`src/rtl/debounce_pkg.sv`:
```
// Shared state encodings and default parameters for the button debouncer.
// Pure declarations: no latency, no flow control.
package debounce_pkg;

  localparam int DB_CYCLES_DEF  = 4;
  localparam int CNT_W_DEF      = 16;
  localparam int RPT_DELAY_DEF  = 50000;
  localparam int RPT_PERIOD_DEF = 10000;
  localparam int RPT_W_DEF      = 20;

  typedef enum logic [1:0] {
    IDLE    = 2'd0,
    ARM_HI  = 2'd1,
    PRESSED = 2'd2,
    ARM_LO  = 2'd3
  } db_state_t;

  function automatic logic is_arming(db_state_t s);
    return (s == ARM_HI) || (s == ARM_LO);
  endfunction

endpackage

```
`src/rtl/debounce_pulse_if.sv`:
```
// Button-side bundle: raw level in, press pulse / debounced level / busy out.
// Combinational wiring only; no handshake, the button cannot be stalled.
interface debounce_pulse_if;
  logic BTN_IN;
  logic EN;
  logic LEVEL;
  logic BUSY;

  modport master (output BTN_IN, input EN, input LEVEL, input BUSY);
  modport slave  (input BTN_IN, output EN, output LEVEL, output BUSY);
endinterface

```
`src/rtl/sync_2ff.sv`:
```
// Two-flop synchronizer for a single asynchronous bit, reset value 0.
// Latency 2 cycles; no backpressure.
module sync_2ff (
  input  logic CLK,
  input  logic RST_N,
  input  logic D,
  output logic Q
);

  logic meta;

  always_ff @(posedge CLK or negedge RST_N) begin
    if (!RST_N) begin
      meta <= 1'b0;
      Q    <= 1'b0;
    end else begin
      meta <= D;
      Q    <= meta;
    end
  end

endmodule

```
`src/rtl/debounce_pulse.sv`:
```
// Button debouncer: one-cycle EN per accepted press, optional auto-repeat under DEBOUNCE_AUTOREPEAT_EN.
// EN/LEVEL rise DB_CYCLES+1 cycles after BTN_IN is first sampled high; no backpressure.
module debounce_pulse
  import debounce_pkg::*;
#(
  parameter int DB_CYCLES  = DB_CYCLES_DEF,
  parameter int CNT_W      = CNT_W_DEF,
  parameter int RPT_DELAY  = RPT_DELAY_DEF,
  parameter int RPT_PERIOD = RPT_PERIOD_DEF,
  parameter int RPT_W      = RPT_W_DEF
) (
  input  logic            CLK,
  input  logic            RST_N,
  debounce_pulse_if.slave btn
);

  if (DB_CYCLES < 2 || CNT_W < $clog2(DB_CYCLES + 1)) begin : g_bad_db
    $error("debounce_pulse: DB_CYCLES must be >= 2 and representable in CNT_W");
  end
  if (RPT_DELAY < 2 || RPT_PERIOD < 2 || RPT_W < $clog2(RPT_DELAY) || RPT_W < $clog2(RPT_PERIOD)) begin : g_bad_rpt
    $error("debounce_pulse: repeat timing must be >= 2 cycles and fit in RPT_W");
  end

  localparam logic [CNT_W-1:0] CNT_ONE  = CNT_W'(1);
  localparam logic [CNT_W-1:0] CNT_LAST = CNT_W'(DB_CYCLES - 1);
  localparam logic [CNT_W-1:0] CNT_SAT  = CNT_W'(DB_CYCLES);

  db_state_t        state, state_nxt;
  logic [CNT_W-1:0] cnt, cnt_nxt;
  logic             en_q, level_q, level_nxt;
  logic             accept;
  logic             rpt_fire;
  logic             btn_s;

  sync_2ff u_sync (
    .CLK   (CLK),
    .RST_N (RST_N),
    .D     (btn.BTN_IN),
    .Q     (btn_s)
  );

  // The sample that brings cnt to DB_CYCLES is the accepting one, so the
  // transition fires while cnt still holds DB_CYCLES-1.
  always_comb begin
    state_nxt = state;
    cnt_nxt   = cnt;
    level_nxt = level_q;
    accept    = 1'b0;
    case (state)
      IDLE: begin
        level_nxt = 1'b0;
        if (btn_s) begin
          state_nxt = ARM_HI;
          cnt_nxt   = CNT_ONE;
        end else begin
          cnt_nxt = '0;
        end
      end
      ARM_HI: begin
        if (!btn_s) begin
          state_nxt = IDLE;
          cnt_nxt   = '0;
        end else if (cnt >= CNT_LAST) begin
          state_nxt = PRESSED;
          cnt_nxt   = CNT_SAT;
          level_nxt = 1'b1;
          accept    = 1'b1;
        end else begin
          cnt_nxt = cnt + 1'b1;
        end
      end
      PRESSED: begin
        level_nxt = 1'b1;
        if (!btn_s) begin
          state_nxt = ARM_LO;
          cnt_nxt   = CNT_ONE;
        end
      end
      ARM_LO: begin
        if (btn_s) begin
          state_nxt = PRESSED;
        end else if (cnt >= CNT_LAST) begin
          state_nxt = IDLE;
          cnt_nxt   = '0;
          level_nxt = 1'b0;
        end else begin
          cnt_nxt = cnt + 1'b1;
        end
      end
      default: begin
        state_nxt = IDLE;
        cnt_nxt   = '0;
        level_nxt = 1'b0;
      end
    endcase
  end

  always_ff @(posedge CLK or negedge RST_N) begin
    if (!RST_N) begin
      state   <= IDLE;
      cnt     <= '0;
      en_q    <= 1'b0;
      level_q <= 1'b0;
    end else begin
      state   <= state_nxt;
      cnt     <= cnt_nxt;
      en_q    <= accept | rpt_fire;
      level_q <= level_nxt;
    end
  end

`ifdef DEBOUNCE_AUTOREPEAT_EN
  localparam logic [RPT_W-1:0] RPT_DELAY_LAST  = RPT_W'(RPT_DELAY - 1);
  localparam logic [RPT_W-1:0] RPT_PERIOD_LAST = RPT_W'(RPT_PERIOD - 1);

  logic [RPT_W-1:0] rpt_cnt, rpt_cnt_nxt;
  logic             rpt_phase, rpt_phase_nxt;

  // rpt_phase=0 waits out the initial delay, rpt_phase=1 paces later repeats;
  // any exit from PRESSED drops back to the initial delay.
  always_comb begin
    rpt_cnt_nxt   = '0;
    rpt_phase_nxt = 1'b0;
    rpt_fire      = 1'b0;
    if (state == PRESSED && state_nxt == PRESSED) begin
      if (rpt_cnt == (rpt_phase ? RPT_PERIOD_LAST : RPT_DELAY_LAST)) begin
        rpt_fire      = 1'b1;
        rpt_phase_nxt = 1'b1;
      end else begin
        rpt_cnt_nxt   = rpt_cnt + 1'b1;
        rpt_phase_nxt = rpt_phase;
      end
    end
  end

  always_ff @(posedge CLK or negedge RST_N) begin
    if (!RST_N) begin
      rpt_cnt   <= '0;
      rpt_phase <= 1'b0;
    end else begin
      rpt_cnt   <= rpt_cnt_nxt;
      rpt_phase <= rpt_phase_nxt;
    end
  end
`else
  assign rpt_fire = 1'b0;
`endif

  assign btn.EN    = en_q;
  assign btn.LEVEL = level_q;
  assign btn.BUSY  = is_arming(state);

endmodule

```
`src/flat_wrapper.sv`:
```
// flat-port wrapper written by rule: the top's interface ports become plain ports
module debounce_pulse_flat import debounce_pkg::*;
#(
  parameter int DB_CYCLES  = DB_CYCLES_DEF,
  parameter int CNT_W      = CNT_W_DEF,
  parameter int RPT_DELAY  = RPT_DELAY_DEF,
  parameter int RPT_PERIOD = RPT_PERIOD_DEF,
  parameter int RPT_W      = RPT_W_DEF
)
  (CLK, RST_N, btn_BTN_IN, btn_EN, btn_LEVEL, btn_BUSY);
  debounce_pulse_if btn_i ();
  input  logic CLK;
  input  logic RST_N;
  input wire logic [$bits(btn_i.BTN_IN)-1:0] btn_BTN_IN;
  output wire logic [$bits(btn_i.EN)-1:0] btn_EN;
  output wire logic [$bits(btn_i.LEVEL)-1:0] btn_LEVEL;
  output wire logic [$bits(btn_i.BUSY)-1:0] btn_BUSY;
  assign btn_i.BTN_IN = btn_BTN_IN;
  assign btn_EN = btn_i.EN;
  assign btn_LEVEL = btn_i.LEVEL;
  assign btn_BUSY = btn_i.BUSY;
  debounce_pulse #(.DB_CYCLES(DB_CYCLES), .CNT_W(CNT_W), .RPT_DELAY(RPT_DELAY), .RPT_PERIOD(RPT_PERIOD), .RPT_W(RPT_W)) u_core (.CLK(CLK), .RST_N(RST_N), .btn(btn_i));
endmodule
```
`config.mk`:
```
export PLATFORM = sky130hd
export DESIGN_NAME = debounce_pulse_flat
export DESIGN_NICKNAME = d
export VERILOG_FILES = /design/src/rtl/debounce_pkg.sv /design/src/rtl/debounce_pulse_if.sv /design/src/rtl/sync_2ff.sv /design/src/rtl/debounce_pulse.sv /design/src/flat_wrapper.sv
export SDC_FILE = /design/constraint.sdc
export NUM_CORES = 1
export LEC_CHECK = 0
export CAP_MARGIN = 20
export CORE_ASPECT_RATIO = 1.4
export CORE_MARGIN = 2
export CORE_UTILIZATION = 25
export DETAILED_ROUTE_END_ITERATION = 10
export PLACE_DENSITY_LB_ADDON = 0.15
export SETUP_SLACK_MARGIN = 0.2
export SLEW_MARGIN = 0
export SYNTH_ARGS = -nofsm -noshare
export SYNTH_HDL_FRONTEND = slang
export SYNTH_HIERARCHICAL = 1
export SYNTH_SLANG_ARGS = --single-unit
```
`constraint.sdc`:
```
create_clock -name CLK -period 2.55 [get_ports CLK]
set_input_delay 0.6375 -clock CLK [delete_from_list [all_inputs] [get_ports CLK]]
set_output_delay 0.6375 -clock CLK [all_outputs]
set_load 0.05 [all_outputs]
```
-- Word-level counts from Yosys, hierarchy flattened
Index checks and enable logic that the tools add are counted.
- $add $sub $neg: 1
- order comparisons: 1
- equality and inequality tests: 11
- multiplexer cells: 22
- reduce and logical (&&, ||, !) cells: 5
- operators by type and width (kind ; count):
    $mux W16 ; 5
    $pmux W16 S4 ; 1
    $add A16 B1 Y16 const B ; 1
    $ge A16 B2 Y1 const B ; 1
    $mux W2 ; 6
    $mux W1 ; 8
    $ne A2 B2 Y1 const B ; 4
    $pmux W2 S4 ; 1
    $reduce_and A4 Y1 ; 2
    $ne A3 B2 Y1 const B ; 2
    $eq A2 B2 Y1 const B ; 2
    $ne A2 B1 Y1 const B ; 2
    $pmux W1 S4 ; 1
    $eq A2 B1 Y1 const B ; 1
    $logic_not A2 Y1 ; 1
    $reduce_and A2 Y1 ; 1
    $logic_or A1 B1 Y1 ; 1
- flip-flop bits (word level): 22
- output and inout port bits: 3
- logic and storage cells: 46

-- Logic depth before layout (Yosys ltp)
- depth after elaboration: 4
- mapped depth: 8
- mapped depth without buffers: 6

-- By module
The synthesis kept the hierarchy.
- by module, submodules not included (module ; instances ; cells each ; area an instance (sq um)):
    debounce_pulse ; 1 ; 128 ; 1191.1
    sync_2ff ; 1 ; 2 ; 50.0

-- Least setup slack after synthesis
No wires, ideal clock.
- kind: flip-flop to flip-flop
- start: register u_core.state[0]
- end: register u_core.cnt[7]
- setup time: 0.144 ns
- arrival: 1.722 ns
- required time: 2.406 ns
- setup slack: 0.685 ns
- stages on the path, launching flop included: 9
- path buffers: 2
- period minus slack after synthesis: 1.865 ns
- cells stage by stage: dfrtp_1 > inv_1 > ha_1 > clkbuf_1 > o21a_1 > buf_2 > nor4_1 > xnor2_1 > nor2_1
- word-level cells in the longest chain between the ends: 3
- elaborated cells between the ends (all ways): 8
- those cells by class: 5 x eq/ne; 1 x mux; 2 x reduce/logical
- RTL lines (what ; line ; source):
    start, declared ; debounce_pulse.sv:28 ; db_state_t state, state_nxt;
    start signal, assigned ; debounce_pulse.sv:105 ; state <= state_nxt;
    $eq A2 B2 Y1 ; debounce_pulse.sv:49 ; case (state)
    $ne A2 B2 Y1 (no source line) ; -- ;
    $reduce_and A2 Y1 (no source line) ; -- ;
    end signal, assigned ; debounce_pulse.sv:106 ; cnt <= cnt_nxt;
    end, declared ; debounce_pulse.sv:29 ; logic [CNT_W-1:0] cnt, cnt_nxt;
Several ways; a longest one is shown, not always the timed one.
A chain may end at the register's enable or synchronous reset.

-- Worst setup path in the final report
- start: register u_core.state[0]
- end: output btn_BUSY
- word-level cells in the longest chain between the ends: 2
- elaborated cells between the ends (all ways): 3
- those cells by class: 2 x eq/ne; 1 x reduce/logical
- RTL lines (what ; line ; source):
    $eq A2 B1 Y1 or $eq A2 B2 Y1 (tied branches) ; debounce_pkg.sv:19 ; return (s == ARM_HI) || (s == ARM_LO);
    $logic_or A1 B1 Y1 * ; debounce_pkg.sv:19 ;
    end, declared ; flat_wrapper.sv:17 ; output wire logic [$bits(btn_i.BUSY)-1:0] btn_BUSY;
Every way passes the cells marked *; elsewhere a longest branch is shown, timed or not.

==> results.txt <==
Power per cell area: 933 nW/um^2
Starting density of the core: 25.8%
Die extent in y: 87.4 um
Max Freq: 0.460 GHz
Clock Skews: 0.00599 ns
Largest net degree at the start of global routing: 23
Slew headroom: 67.3%
Area growth syn-to-layout: 13.9%
GR Overflow Total: 0
Register bit total from synthesis: 22
DP HPWL: 2.02 mm
Initial antenna violation count: 0
# port buffers: 5
Setup TNS: 0 ns
Sequential area share after synthesis: 44.4%
EDFF count, synth: 0
Net count after synthesis: 138
CTS tree: yes
Yosys top cell area share: 44.4%
Fin. max-slew vios: 0
Metal2 WL: 1.38 mm
Worst hold path class: register to register
Clock Path Buffers: 2
CP Launch Type: register
# IOs: 6
Asr flop ratio synth: 100%
Largest cells by area after synthesis: dfrtp_1 44%, ha_1 5.0%, nor2_1 3.9%
Outcome: finished clean
Max FO, Critical Path: 8
Critical Path Sink Type: primary output
M1 WL: 1.21 mm
Critical path type: register to primary output
# rows: 30
Drt total wl: 2.71 mm
Gate Count Post-Synth: 130
Count of cell types in the netlist: 42
Max-cap violations: 0
Die area: 5550 sq um
Nets: 144
Post-CTS sizing: 0
Top Metal Used: met4
Post-route ant nets: 0
Drt wl/cell: 13.6 um
Fill cells: 539
Tightest Pin Transition: 0.489 ns
Critical Path RT: 1.91 ns
Fin cells: 199
Root buffer cell: clkbuf_8
Number of buffers inserted by hold repair at cts: 0
Final min period: 2.18 ns
N_diodes: 0
Vias in the first global route: 970
Maximum VDD drop: 0.000298 V
Dpl cells: 195
Clk pin slew, worst setup/hold paths: 0.08 ns
RSZ-0062 raised after global routing: false
Iter 0 DRT Violations: 70
Yosys top cell by area: dfrtp_1
Leakage: 0.583 nW
Synth Area per Inst: 9.55 sq um
Top FF cell, synth: dfrtp_1
Yosys warning total: 6
Worst skew pair latency: 0.26 ns
Vias per cell: 4.87
# setup viols final: 0
Die W: 63.6 um
Hold Path Stages: 0
Drt pass-1 iters: 4
First-pass GRT wire length: 4.68 mm
Final hold violation count: 0
Data arrival, critical path: 1.54 ns
CORE AREA: 4800 sq um
Vias: 969
CTS HTree Levels: 1
Share of layout cells above drive strength 1: 10.4%
Postcts setup bufs: 0
Clk sink count: 22
Synthesized area: 1240 sq um
Drc violations: 0
Fin crit share: 85.3%
Number of buffers created by CTS: 3
Worst r2r path cells: 6
Placer Congestion: 0.762
Total global-route track usage: 10.8%
Met3 WL: 77 um
-- report_power, final --
| group | total (mW) | internal, mW | switching (mW) |
|---|---|---|---|
| Combinational | 0.638 | 0.247 | 0.391 |
| Clock | 0.248 | 0.138 | 0.111 |
| Sequential | 0.433 | 0.392 | 0.0417 |
| Total | 1.32 | 0.776 | 0.543 |
-- cell type report --
class                           count  area [sq um]  area share (%)
Inverter                            9          33.8            2.39
Tap cell                           64          80.1            5.66
Clock buffer                        4          55.1            3.89
Sequential cell                    22           551            38.9
Multi-Input combinational cell     93           632            44.7
Timing Repair Buffer                7          62.6            4.42
-- Yosys cell counts, drive strengths merged (2+ instances only) --
| master | n |
|---|---|
| dfrtp | 22 |
| nor2 | 13 |
| a21oi | 9 |
| inv | 9 |
| nand2 | 9 |
| and2 | 6 |
| nor4 | 6 |
| ha | 5 |
| clkbuf | 4 |
| nor3 | 4 |
| xnor2 | 4 |
| nand3 | 3 |
| nand4 | 3 |
| o21ai | 3 |
| a31o | 2 |
| a31oi | 2 |
| buf | 2 |
| nor2b | 2 |
| nor3b | 2 |
-- cell usage in the layout (no fill, tap or decap), types with 4 or more instances in the layout --
| master | netlist | layout |
|---|---|---|
| nand2_1 | 9 | 9 |
| clkbuf_8 | 0 | 4 |
| ha_1 | 5 | 5 |
| and2_1 | 5 | 5 |
| nor3_1 | 4 | 4 |
| xnor2_1 | 4 | 4 |
| dfrtp_1 | 22 | 22 |
| inv_1 | 9 | 9 |
| a21oi_1 | 9 | 9 |
| clkdlybuf4s50_1 | 0 | 4 |
| nor2_1 | 13 | 13 |
-- metrics by stage --
step	setup WS (ns)	util (%)	instance area (sq um)	hold slack, ns	total power [mW]
floorplan	0.685	-	1240	0.331	0.908
global placement	0.447	28.3	1360	0.332	1.08
detailed placement	0.466	28.3	1360	0.336	1.08
CTS	0.359	29.4	1410	0.355	1.34
global route	0.260	29.4	1410	0.365	1.42
finish	0.375	29.4	1410	0.351	1.32
-- worst max-delay path: stages, from the launching register on --
cell	delay (ns)
dfrtp_1	0.46
ha_1	0.34
nor2_1	0.22
inv_1	0.06
buf_4	0.19
-- flip-flops by register name, summed over array words and instances, names as in the netlist, named ones only --
register and count:
u_core/u_sync/meta 1, u_core/state 1, u_core/btn.LEVEL 1, u_core/cnt 16, u_core/u_sync/Q 1, u_core/btn.EN 1
-- metal layers --
layer,up-vias,track usage [%]
li1,476,-
met1,477,13.1
met2,12,18.9
met3,4,1.94
met4,0,4.15
met5,-,0
-- kinds of logic after synthesis --
group	count (synthesis)	synth area share (%)
and+or+nand+nor	52	24.5
AOI/OAI and AO/OA	30	16.8
DFF	22	44.4
buffers and inverters	15	4.74
adders and majority gates	5	5.04
xor gates and xnor gates	4	2.82
muxes	2	1.71
-- final timing paths --
kind                                              start                         end  slack [ns]
max                         u_core/state[0]$_DFFE_PN0P_                    btn_BUSY        0.37
min                        u_core/u_sync/meta$_DFF_PN0_   u_core/u_sync/Q$_DFF_PN0_        0.35
max reg2reg                 u_core/state[0]$_DFFE_PN0P_  u_core/cnt[11]$_DFFE_PN0P_        0.46
min reg2reg                u_core/u_sync/meta$_DFF_PN0_   u_core/u_sync/Q$_DFF_PN0_        0.35
max in group asynchronous                         RST_N  u_core/cnt[15]$_DFFE_PN0P_        1.60
min in group asynchronous                         RST_N  u_core/cnt[14]$_DFFE_PN0P_        0.73
Power figures use the tool's default switching activity.
